==> src/rtl/dmem_arbiter.sv <==
// Two-port (A = CPU MEM stage, B = loader/debug) arbiter and sequencer for a single-port data memory.
// One access per IDLE->ACCESS->RESP pass, ack two edges after req is seen. Requesters hold req until ack.
module dmem_arbiter #(
    parameter int unsigned DEPTH      = 256,
    parameter bit          FIXED_PRIO = 1'b0
) (
    input  logic        clk,
    input  logic        rst_n,
    input  logic        a_req,
    input  logic        a_we,
    input  logic [31:0] a_addr,
    input  logic [31:0] a_wdata,
    output logic        a_ack,
    output logic [31:0] a_rdata,
    output logic        a_err,
    input  logic        b_req,
    input  logic        b_we,
    input  logic [31:0] b_addr,
    input  logic [31:0] b_wdata,
    output logic        b_ack,
    output logic [31:0] b_rdata,
    output logic        b_err,
    output logic [5:0]  mem_opcode,
    output logic [31:0] mem_addr,
    output logic [31:0] mem_rt,
    input  logic [31:0] mem_out,
    output logic        busy,
    output logic        gnt_b
);

    localparam logic [5:0] OP_STORE = 6'b101011;
    localparam logic [5:0] OP_LOAD  = 6'b100011;

    typedef enum logic [1:0] {
        S_IDLE   = 2'd0,
        S_ACCESS = 2'd1,
        S_RESP   = 2'd2
    } state_t;

    state_t      r_state, w_state_nxt;
    logic        r_we, w_we_nxt;
    logic        r_err, w_err_nxt;
    logic        r_gnt_b, w_gnt_b_nxt;
    logic        r_last_gnt, w_last_gnt_nxt;
    logic [5:0]  r_mem_opcode, w_mem_opcode_nxt;
    logic [31:0] r_mem_addr, w_mem_addr_nxt;
    logic [31:0] r_mem_rt, w_mem_rt_nxt;
    logic        r_a_ack, w_a_ack_nxt;
    logic [31:0] r_a_rdata, w_a_rdata_nxt;
    logic        r_a_err, w_a_err_nxt;
    logic        r_b_ack, w_b_ack_nxt;
    logic [31:0] r_b_rdata, w_b_rdata_nxt;
    logic        r_b_err, w_b_err_nxt;

    logic        w_pick_b;
    logic        w_sel_we;
    logic [31:0] w_sel_addr;
    logic [31:0] w_sel_wdata;
    logic        w_sel_err;
    logic [31:0] w_rdata;

    // On a tie, round-robin hands the grant to whichever port did not win last time.
    assign w_pick_b    = (a_req && b_req) ? (FIXED_PRIO ? 1'b0 : ~r_last_gnt) : b_req;
    assign w_sel_we    = w_pick_b ? b_we    : a_we;
    assign w_sel_addr  = w_pick_b ? b_addr  : a_addr;
    assign w_sel_wdata = w_pick_b ? b_wdata : a_wdata;
    assign w_sel_err   = (w_sel_addr >= DEPTH);
    assign w_rdata     = (!r_we && !r_err) ? mem_out : 32'h0;

    always_comb begin
        w_state_nxt      = r_state;
        w_we_nxt         = r_we;
        w_err_nxt        = r_err;
        w_gnt_b_nxt      = r_gnt_b;
        w_last_gnt_nxt   = r_last_gnt;
        w_mem_opcode_nxt = 6'h0;
        w_mem_addr_nxt   = r_mem_addr;
        w_mem_rt_nxt     = r_mem_rt;
        w_a_ack_nxt      = 1'b0;
        w_a_rdata_nxt    = 32'h0;
        w_a_err_nxt      = 1'b0;
        w_b_ack_nxt      = 1'b0;
        w_b_rdata_nxt    = 32'h0;
        w_b_err_nxt      = 1'b0;
        case (r_state)
            S_IDLE: begin
                if (a_req || b_req) begin
                    w_gnt_b_nxt      = w_pick_b;
                    w_last_gnt_nxt   = w_pick_b;
                    w_we_nxt         = w_sel_we;
                    w_err_nxt        = w_sel_err;
                    w_mem_addr_nxt   = w_sel_addr;
                    w_mem_rt_nxt     = w_sel_wdata;
                    // Out-of-range accesses never reach the memory.
                    w_mem_opcode_nxt = w_sel_err ? 6'h0 : (w_sel_we ? OP_STORE : OP_LOAD);
                    w_state_nxt      = S_ACCESS;
                end
            end
            S_ACCESS: begin
                w_state_nxt = S_RESP;
                if (r_gnt_b) begin
                    w_b_ack_nxt   = 1'b1;
                    w_b_rdata_nxt = w_rdata;
                    w_b_err_nxt   = r_err;
                end else begin
                    w_a_ack_nxt   = 1'b1;
                    w_a_rdata_nxt = w_rdata;
                    w_a_err_nxt   = r_err;
                end
            end
            S_RESP: begin
                w_state_nxt = S_IDLE;
            end
            default: begin
                w_state_nxt = S_IDLE;
            end
        endcase
    end

    always_ff @(posedge clk or negedge rst_n) begin
        if (!rst_n) begin
            r_state      <= S_IDLE;
            r_we         <= 1'b0;
            r_err        <= 1'b0;
            r_gnt_b      <= 1'b0;
            r_last_gnt   <= 1'b1;
            r_mem_opcode <= 6'h0;
            r_mem_addr   <= 32'h0;
            r_mem_rt     <= 32'h0;
            r_a_ack      <= 1'b0;
            r_a_rdata    <= 32'h0;
            r_a_err      <= 1'b0;
            r_b_ack      <= 1'b0;
            r_b_rdata    <= 32'h0;
            r_b_err      <= 1'b0;
        end else begin
            r_state      <= w_state_nxt;
            r_we         <= w_we_nxt;
            r_err        <= w_err_nxt;
            r_gnt_b      <= w_gnt_b_nxt;
            r_last_gnt   <= w_last_gnt_nxt;
            r_mem_opcode <= w_mem_opcode_nxt;
            r_mem_addr   <= w_mem_addr_nxt;
            r_mem_rt     <= w_mem_rt_nxt;
            r_a_ack      <= w_a_ack_nxt;
            r_a_rdata    <= w_a_rdata_nxt;
            r_a_err      <= w_a_err_nxt;
            r_b_ack      <= w_b_ack_nxt;
            r_b_rdata    <= w_b_rdata_nxt;
            r_b_err      <= w_b_err_nxt;
        end
    end

    assign a_ack      = r_a_ack;
    assign a_rdata    = r_a_rdata;
    assign a_err      = r_a_err;
    assign b_ack      = r_b_ack;
    assign b_rdata    = r_b_rdata;
    assign b_err      = r_b_err;
    assign mem_opcode = r_mem_opcode;
    assign mem_addr   = r_mem_addr;
    assign mem_rt     = r_mem_rt;
    assign busy       = (r_state != S_IDLE);
    assign gnt_b      = r_gnt_b;

endmodule

==> config.mk <==
export PLATFORM = sky130hd
export DESIGN_NAME = dmem_arbiter
export DESIGN_NICKNAME = d
export VERILOG_FILES = /design/src/rtl/dmem_arbiter.sv
export SDC_FILE = /design/constraint.sdc
export NUM_CORES = 1
export LEC_CHECK = 0
export CAP_MARGIN = 20
export CORE_MARGIN = 4
export CORE_UTILIZATION = 42
export DETAILED_ROUTE_END_ITERATION = 8
export GPL_ROUTABILITY_DRIVEN = 0
export PLACE_DENSITY_LB_ADDON = 0.3
export SYNTH_ARGS = -nofsm -noshare
export SYNTH_HDL_FRONTEND = slang
export SYNTH_SLANG_ARGS = --single-unit
==> constraint.sdc <==
create_clock -name clk -period 2.5 [get_ports clk]
set_clock_uncertainty 0.15 [all_clocks]
set_input_delay 0.25 -clock clk [delete_from_list [all_inputs] [get_ports clk]]
set_output_delay 0.25 -clock clk [all_outputs]
set_load 0.1 [all_outputs]
==> flow_metrics.env, run 1 <==
export IMPL_status="completed"
export IMPL_worstMarginPinSlew_ns=0.5797
export IMPL_yosys_cell_count_top_type="dfrtp_1"
export IMPL_synth_cells=552
export IMPL_hold_viol=0
export IMPL_synth_edf_count=0
export IMPL_post_cts_buffers=0
export IMPL_cts_root_buf="clkbuf_16"
export IMPL_drtPass1Iterations=7
export IMPL_ios=306
export IMPL_syn_area_per_cell_sq_um=10.08
export IMPL_dp_worst_setup_slack_ns=0.5023
export IMPL_dieArea_sq_mm=0.01515
export IMPL_floorplan_initialDensity_pct=43.56
export IMPL_numCtsBuffers=17
export IMPL_dr_wl_met2_um=8901
export IMPL_crit_path_end_kind="register"
export IMPL_cts_sinks=140
export IMPL_critPathMaxFanout=30
export IMPL_drive_gt1_share_pct=22.31
export IMPL_cts_tree="yes"
export IMPL_wl_met3_um=1582
export IMPL_maxCapViolCount=0
export IMPL_rsz0062_at_grt="no"
export IMPL_drt_iter0_drc=316
export IMPL_async_reset_ff_share_pct=100.0
export IMPL_hp_class="in -> async"
export IMPL_die_x_um=123.1
export IMPL_antenna_found_initial=0
export IMPL_peakVddDrop_mv=1.085
export IMPL_powerDensity_mw_per_mm2=1419
export IMPL_yosys_register_bits=140
export IMPL_maxSlewHeadroom_pct=61.36
export IMPL_vias=5138
export IMPL_dp_cells=995
export IMPL_final_cell_count_no_fill=1028
export IMPL_maxSlewViolCount=0
export IMPL_synth_ff_type="dfrtp_1"
export IMPL_met1Wirelength_um=6599
export IMPL_finalSetupViolations=0
export IMPL_regArea_sq_mm=0.003505
export IMPL_hpwl_um=13150
export IMPL_cts_clk_slew_worst_paths_ns=0.06
export IMPL_core_area_sq_mm=0.01277
export IMPL_tns_ns=0
export IMPL_cp_start_kind="register"
export IMPL_grt_max_degree=65
export IMPL_period_needed_ns=1.794
export IMPL_drc=0
export IMPL_yosysUniqueCellTypes=27
export IMPL_ys_top_cells_by_area="dfrtp_1, nand2_1, a31oi_1"
export IMPL_netlist_area_sq_mm=0.005564
export IMPL_layout_setup_ws_ns=0.7060
export IMPL_routed_wl_um=17350
export IMPL_fillers=945
export IMPL_worstPathRequired_ns=2.67
export IMPL_fmax_mhz=557.4
export IMPL_cts_buffer_depth=2
export IMPL_track_usage_pct=22.00
export IMPL_nNetsFinal=1009
export IMPL_arrival_ns=1.96
export IMPL_clk_latency_ns=0.41
export IMPL_io_buffers=303
export IMPL_post_route_period_util_pct=71.76
export IMPL_grt_pass1_vias=5060
export IMPL_yosys_warnings=0
export IMPL_multi_input_area_sq_mm=0.001814
export IMPL_wl_per_cell_um=16.87
export IMPL_yosysTopAreaCell="dfrtp_1"
export IMPL_fp_dieH_um=123.1
export IMPL_p_leak_nw=4.434
export IMPL_yosysSeqAreaShare_pct=62.99
export IMPL_n_antenna_cell=0
export IMPL_htreeDepth=4
export IMPL_ant_nets=0
export IMPL_critical_path_class="reg -> reg"
export IMPL_total_power_mw=12.74
export IMPL_synth_common_cells="dfrtp_1, nand2_1, nor2_1"
export IMPL_grt_overflow_total=0
export IMPL_vias_per_cell=4.998
export IMPL_topRoutingLayerUsed="met4"
export IMPL_syn2layout_area_growth_pct=61.39
export IMPL_grt_pass1_wl_um=25390
export IMPL_netlist_area_leader_share_pct=62.51
export IMPL_std_cell_rows=41
==> cells by family (layout without fill, tap and decap cells) <==
kind of cell	after synthesis	count (layout)	synth area share, %
DFF	140	140	62.99
AOI/OAI and AO/OA	74	74	8.455
other	1	2	0.06740
and+or+nand+nor	287	287	23.32
buffers and inverters	48	351	4.790
muxes	2	2	0.3823
==> state kept, by name, summed over array words and instances (netlist names) <==
register	count
a_rdata	32
b_rdata	32
mem_addr	32
mem_rt	32
mem_opcode	2
r_state	2
a_ack	1
a_err	1
b_ack	1
b_err	1
gnt_b	1
r_err	1
r_last_gnt	1
r_we	1
==> worst paths after layout <==
| kind | start | to | slack [ns] | cells past startpoint |
|---|---|---|---|---|
| max in group asynchronous | rst_n | mem_rt[24] | 1.31 | 3 |
| worst max register to register | r_state[1] | mem_rt[7] | 0.71 | 5 |
| worst min register to register | mem_rt[8] | mem_rt[8] | 0.40 | 2 |
| min in group clk | b_wdata[30] | mem_rt[30] | 0.25 | 3 |
| worst max-delay path | r_state[1] | mem_rt[7] | 0.71 | 5 |
| worst min-delay path | rst_n | mem_addr[22] | 0.24 | 2 |
==> critical path, cell delays in order (launching register included) <==
cell	delay, ns
dfrtp_1	0.38
nor2_2	0.23
o21a_4	0.37
buf_4	0.33
nor2_1	0.07
a31oi_1	0.18
==> routing by layer <==
| metal | GRT usage [%] | vias to the layer above |
|---|---|---|
| met4 | 7.474 | 0 |
| met2 | 39.32 | 243 |
| met5 | 0 | - |
| li1 | - | 2454 |
| met3 | 6.862 | 18 |
| met1 | 24.94 | 2423 |
==> stage by stage <==
| stage | hold slack, ns | utilization, % | cell area [sq um] |
|---|---|---|---|
| 2_1_floorplan | -0.1956 | - | 5568 |
| 3_3_place_gp | 0.1080 | 65.69 | 8391 |
| 3_5_place_dp | 0.1172 | 65.69 | 8391 |
| 4_1_cts | 0.2288 | 70.30 | 8980 |
| 5_1_grt | 0.2359 | 70.30 | 8980 |
| 6_report | 0.2366 | 70.30 | 8980 |
==> area by class of cell <==
| cell class | instances | area share [%] |
|---|---|---|
| clock buffer | 17 | 4.737 |
| timing repair buffer | 317 | 31.84 |
| inverter | 2 | 0.08360 |
| clock inverter | 15 | 1.714 |
| tap | 172 | 2.397 |
| multi-input combinational | 365 | 20.20 |
| sequential | 140 | 39.03 |
==> cells in the final DEF, fill, tap and decap left out, types with 2 or more instances in the layout <==
cell type	n
clkdlybuf4s50_1	164
buf_4	146
dfrtp_1	139
nand2_1	128
nor2_1	71
and3_1	65
a31oi_1	65
clkbuf_16	17
nor4_1	10
clkinvlp_4	5
inv_6	5
buf_12	5
nand4_1	4
a21oi_1	4
and2_1	3
inv_8	3
nor2_2	2
inv_1	2
and2b_1	2
conb_1	2
==> power breakdown <==
part	switching, mW	internal [mW]	total [mW]
Sequential	0.359	2.87	3.23
Combinational	5.55	1.52	7.07
Clock	1.03	1.40	2.43
==> timing repair <==
| action | CTS | global route |
|---|---|---|
| resized for setup | 0 | 0 |
| endpoints found under the hold margin | 57 | 0 |
| hold buffers | 1 | 0 |
No activity file was read; power rests on OpenSTA's default activity.
==> run 2, diff against run 1 <==
--- a/config.mk
+++ b/config.mk
@@ -7,7 +7,7 @@
 export LEC_CHECK = 0
 export CAP_MARGIN = 20
 export CORE_MARGIN = 4
-export CORE_UTILIZATION = 42
+export CORE_UTILIZATION = 35
 export DETAILED_ROUTE_END_ITERATION = 8
 export GPL_ROUTABILITY_DRIVEN = 0
 export PLACE_DENSITY_LB_ADDON = 0.3
==> constraint.sdc (replaced) <==
create_clock -name clk -period 1.5 [get_ports clk]
set_clock_uncertainty 0.15 [all_clocks]
set_input_delay 0.15 -clock clk [delete_from_list [all_inputs] [get_ports clk]]
set_output_delay 0.15 -clock clk [all_outputs]
set_load 0.1 [all_outputs]
==> run 2 against run 1 <==
The run now ends with negative setup slack left. Critical endpoint is now busy. Utilization grew 2.9 points. Register-to-register slack lost 0.75 ns. Cell area grew 25%. First-iteration DRC count shrank 14%. Wire length grew 11%. Worst hold slack lost 0.21 ns. Largest cell class is now non-clock buffers. Clock-buffer cell count grew 1. Final cell count grew 7.5%. Global-route usage shrank 1.4 points.
==> flow_metrics.env, run 2 (synthesis gave the netlist of run 1 again) <==
export IMPL_grt_pass1_wl_um=28510
export IMPL_std_cell_rows=45
export IMPL_drt_iter0_drc=273
export IMPL_regToRegEndpoint="gnt_b"
export IMPL_cp_start_kind="register"
export IMPL_cts_root_buf="clkbuf_16"
export IMPL_fillers=984
export IMPL_wl_per_cell_um=17.44
export IMPL_post_route_period_util_pct=104.1
export IMPL_ios=306
export IMPL_maxCapViolCount=0
export IMPL_n_antenna_cell=0
export IMPL_clk_latency_ns=0.40
export IMPL_dieArea_sq_mm=0.01798
export IMPL_cts_buffer_depth=2
export IMPL_final_cell_mix="clkdlybuf4s50_1, buf_12, dfrtp_1"
export IMPL_die_x_um=134.1
export IMPL_powerDensity_mw_per_mm2=2207
export IMPL_hp_class="in -> async"
export IMPL_place_area_sq_mm=0.01045
export IMPL_layout_setup_ws_ns=-0.06080
export IMPL_drive_gt1_share_pct=27.07
export IMPL_finalSetupViolations=4
export IMPL_antenna_found_initial=0
export IMPL_io_buffers=303
export IMPL_drtPass1Iterations=6
export IMPL_fp_dieH_um=134.1
export IMPL_hpwl_um=14570
export IMPL_cts_sinks=140
export IMPL_drc=0
export IMPL_p_leak_nw=5.192
export IMPL_core_area_sq_mm=0.01537
export IMPL_critical_path_class="reg -> out"
export IMPL_period_needed_ns=1.561
export IMPL_crit_path_end_kind="output port"
export IMPL_routed_wl_um=19270
export IMPL_dp_worst_setup_slack_ns=-0.5960
export IMPL_crit_start="r_state[1]"
export IMPL_grt_pass1_vias=5368
export IMPL_rrSetupSlack_ns=-0.04
export IMPL_critPathMaxFanout=2
export IMPL_utilization_pct=73.20
export IMPL_maxSlewViolCount=0
export IMPL_arrival_ns=1.26
export IMPL_cp_slowest_cell="dfrtp_1"
export IMPL_syn2layout_area_growth_pct=102.2
export IMPL_peakVddDrop_mv=1.576
export IMPL_nNetsFinal=1047
export IMPL_worstSetupEndpoint="busy"
export IMPL_numCtsBuffers=17
export IMPL_cts_clk_slew_worst_paths_ns=0.06
export IMPL_postLayoutCellArea_sq_mm=0.01125
export IMPL_rsz0062_at_grt="yes"
export IMPL_grt_max_degree=65
export IMPL_hold_viol=0
export IMPL_holdWs_ns=0.02749
export IMPL_crit_reg2reg_launch="r_state[1]"
export IMPL_cp_cell_sequence="nor2_4, buf_6, inv_4, buf_12"
export IMPL_max_stage_delay_ns=0.40
export IMPL_violations="negative setup slack"
export IMPL_cts_tree="yes"
export IMPL_htreeDepth=4
export IMPL_mostFrequentLayoutCell="clkdlybuf4s50_1"
export IMPL_vias=5365
export IMPL_grt_overflow_total=0
export IMPL_track_usage_pct=20.65
export IMPL_fmax_mhz=640.7
export IMPL_status="complete, but fails checks"
export IMPL_floorplan_initialDensity_pct=36.20
export IMPL_worstPathRequired_ns=1.20
export IMPL_ant_nets=0
export IMPL_vias_per_cell=4.855
export IMPL_rr_worst_depth=4
## run 2: cell count changes in the layout (fill, tap and decap cells not counted), sizes merged
cell and change:
buf +36, bufbuf +1, clkbuf +2, clkinvlp -1, bufinv -1, inv +1
## run 2: repair_timing
action,in CTS,in global routing
buffers inserted,2,5
resized for setup,12,14
hold buffers,1,0
pin swaps,3,8
hold endpoints to repair,140,0
gates cloned,1,1
setup endpoints to repair,35,67
## run 2: how the worst min path moves through the flow
stage	to	slack, ns	depth (start not counted)
global route	mem_rt[8]	0.02	2
global placement	b_rdata[9]	-0.12	1
CTS	mem_rt[8]	0.02	2
floorplan	a_ack	-0.30	0
finish	b_rdata[9]	0.03	2
detailed placement	b_rdata[9]	-0.11	1
## run 2: where the power goes
| part | total, mW | internal (mW) | switching [mW] |
|---|---|---|---|
| logic | 15.0 | 5.44 | 9.53 |
| registers | 5.85 | 4.80 | 1.05 |
| clock network | 4.00 | 2.23 | 1.78 |
## run 2: through the flow
step | setup TNS [ns] | cells | power (mW)
finish | -0.1044 | 1105 | 24.83
floorplan | 0 | 553 | 14.37
global placement | -12.04 | 1063 | 20.40
global route | -3.043 | 1105 | 25.75
detailed placement | -15.80 | 1063 | 20.58
CTS | -0.1214 | 1099 | 24.77
## run 2: cell type report
| cell class | instances | area, sq um | area share, % |
|---|---|---|---|
| timing repair buffer | 355 | 5031 | 44.72 |
| sequential | 140 | 3510 | 31.19 |
| multi-input combinational | 365 | 1872 | 16.64 |
| clock buffer | 18 | 439.2 | 3.903 |
| tap | 211 | 264.0 | 2.347 |
| clock inverter | 14 | 125.1 | 1.112 |
| inverter | 2 | 10.01 | 0.08897 |
## run 2: per-layer routing
metal / up-vias / part of all wire, % / global-route usage [%]
met5: - / 0 / 0
met4: 0 / 2.5 / 7.692
met3: 31 / 9.7 / 7.577
met2: 260 / 51 / 36.30
met1: 2541 / 37 / 22.94
li1: 2533 / - / -
## run 2: worst max-delay path, delay by kind of cell, from the launching register on
kind,cells,cell delay [ns]
flops,1,0.40
buf+inv,3,0.30
simple gates,1,0.15
==> run 3, diff against run 2 <==
--- a/config.mk
+++ b/config.mk
@@ -5,12 +5,14 @@
 export SDC_FILE = /design/constraint.sdc
 export NUM_CORES = 1
 export LEC_CHECK = 0
+export ABC_CLOCK_PERIOD_IN_PS = 1500
 export CAP_MARGIN = 20
 export CORE_MARGIN = 4
 export CORE_UTILIZATION = 35
 export DETAILED_ROUTE_END_ITERATION = 8
 export GPL_ROUTABILITY_DRIVEN = 0
 export PLACE_DENSITY_LB_ADDON = 0.3
+export REMOVE_ABC_BUFFERS = 1
 export SYNTH_ARGS = -nofsm -noshare
 export SYNTH_HDL_FRONTEND = slang
 export SYNTH_SLANG_ARGS = --single-unit
==> run 3 against run 2 <==
The flow still finishes with violations (negative setup slack). Total power increased by 8.3%. Final cell count is 1.5% higher. Utilization grew 4.0 points. Worst hold slack improved by 0.060 ns. Sequential share of layout area shrank 1.7 points. Cell area is 5.4% higher. Register-to-register slack got worse by 0.09 ns. First-iteration DRC count fell by 11%. Global-route usage is 1.5 points higher.
==> flow_metrics.env, run 3 (synthesis gave the netlist of run 1 again) <==
export IMPL_crit_path_end_kind="register"
export IMPL_die_x_um=134.1
export IMPL_fillers=935
export IMPL_cts_root_buf="clkbuf_16"
export IMPL_maxSlewViolCount=0
export IMPL_fmax_mhz=612.0
export IMPL_status="complete, but fails checks"
export IMPL_ios=306
export IMPL_cp_slowest_cell="dfstp_2"
export IMPL_antenna_found_initial=1
export IMPL_nNetsFinal=1063
export IMPL_cts_clk_slew_worst_paths_ns=0.06
export IMPL_final_cell_mix="clkdlybuf4s50_1, buf_12, dfrtp_1"
export IMPL_fp_dieH_um=134.1
export IMPL_arrival_ns=1.77
export IMPL_critical_path_top_delay_family="flip-flops"
export IMPL_drtPass1Iterations=6
export IMPL_rsz0062_at_grt="yes"
export IMPL_vias=5685
export IMPL_finalSetupViolations=44
export IMPL_layout_setup_ws_ns=-0.1340
export IMPL_track_usage_pct=22.19
export IMPL_period_needed_ns=1.634
export IMPL_core_area_sq_mm=0.01537
export IMPL_drt_iter0_drc=244
export IMPL_violations="negative setup slack"
export IMPL_holdWs_ns=0.08715
export IMPL_grt_pass1_vias=5434
export IMPL_grt_pass1_wl_um=30650
export IMPL_io_buffers=303
export IMPL_worstPathRequired_ns=1.63
export IMPL_cp_cell_sequence="a21bo_4, buf_12, buf_6, mux2i_2, a21oi_1"
export IMPL_cp_start_kind="register"
export IMPL_maxCapViolCount=0
export IMPL_floorplan_initialDensity_pct=36.20
export IMPL_std_cell_rows=45
export IMPL_vias_per_cell=5.067
export IMPL_grt_overflow_total=0
export IMPL_clk_latency_ns=0.41
export IMPL_ant_nets=0
export IMPL_hpwl_um=14720
export IMPL_cts_sinks=140
export IMPL_max_stage_delay_ns=0.59
export IMPL_drc=0
export IMPL_syn2layout_area_growth_pct=113.2
export IMPL_dieArea_sq_mm=0.01798
export IMPL_critPathMaxFanout=5
export IMPL_routed_wl_um=22940
export IMPL_drive_gt1_share_pct=32.75
export IMPL_numCtsBuffers=17
export IMPL_critical_path_class="reg -> reg"
export IMPL_hp_class="in -> async"
export IMPL_peakVddDrop_mv=1.532
export IMPL_cts_tree="yes"
export IMPL_crit_buf_inv=2
export IMPL_wl_per_cell_um=20.45
export IMPL_mostFrequentLayoutCell="clkdlybuf4s50_1"
export IMPL_htreeDepth=4
export IMPL_post_route_period_util_pct=108.9
export IMPL_hold_viol=0
export IMPL_grt_max_degree=65
export IMPL_cts_buffer_depth=2
export IMPL_p_leak_nw=5.419
export IMPL_powerDensity_mw_per_mm2=2267
export IMPL_utilization_pct=77.18
## run 3: cell count changes in the layout (fill, tap and decap cells not counted), sizes merged, moves of 3 or more
cell    previous run  this run
clkbuf            19        30
buf              188       197
inv               11         5
bufinv             0         3
## run 3: cell type report
type	count	area, sq um	share of cell area, %
Antenna cell	1	2.502	0.02109
Tap cell	211	264.0	2.225
Multi-Input combinational cell	365	2076	17.50
Clock buffer	21	460.4	3.881
Sequential cell	140	3505	29.54
Timing Repair Buffer	371	5390	45.43
Inverter	2	10.01	0.08437
Clock inverter	11	156.4	1.318
## run 3: timing repair
| item | 4_1_cts | 5_1_grt |
|---|---|---|
| hold endpoints to repair | 140 | 0 |
| hold buffers | 1 | 0 |
| buffers inserted | 4 | 8 |
| gates cloned | 2 | 15 |
| setup endpoints to repair | 35 | 70 |
| resized for setup | 10 | 85 |
| pin swaps | 1 | 45 |
## run 3: per-stage QoR
| stage | instance area [sq um] | total power, mW | instances | setup WS, ns | TNS [ns] |
|---|---|---|---|---|---|
| 6_report | 11860 | 26.89 | 1122 | -0.1340 | -2.022 |
| 5_1_grt | 11860 | 27.75 | 1122 | -0.1719 | -5.567 |
| 4_1_cts | 11210 | 25.38 | 1099 | -0.1096 | -0.1447 |
| 3_5_place_dp | 10440 | 20.42 | 1060 | -0.3832 | -14.66 |
| 3_3_place_gp | 10440 | 20.26 | 1060 | -0.3833 | -12.62 |
| 2_1_floorplan | 5309 | 13.71 | 507 | -1.969 | -172.52 |
## run 3: path summary, 6_finish.rpt
path | from | endpoint | slack (ns) | depth (start not counted)
setup reg to reg | r_last_gnt | r_err | -0.13 | 5
max in group asynchronous | rst_n | r_err | 0.57 | 3
min in group clk | a_wdata[20] | mem_rt[20] | 0.13 | 3
hold / removal | rst_n | b_rdata[12] | 0.09 | 2
setup / recovery | r_last_gnt | r_err | -0.13 | 5
hold reg to reg | r_we | r_we | 0.42 | 2
## run 3: routing by layer
layer	GRT usage [%]	vias up	share of wire [%]
li1	-	2571	-
met1	24.97	2733	35
met2	37.42	328	51
met3	9.377	53	10
met4	8.880	0	3.5
met5	0	-	0
## run 3: report_power, final
part	leakage [nW]	internal [mW]	total [mW]	switching, mW
registers	1.76	4.79	6.02	1.22
logic	3.37	6.29	16.5	10.2
clock network	0.291	2.73	4.41	1.68
total	5.42	13.8	26.9	13.1
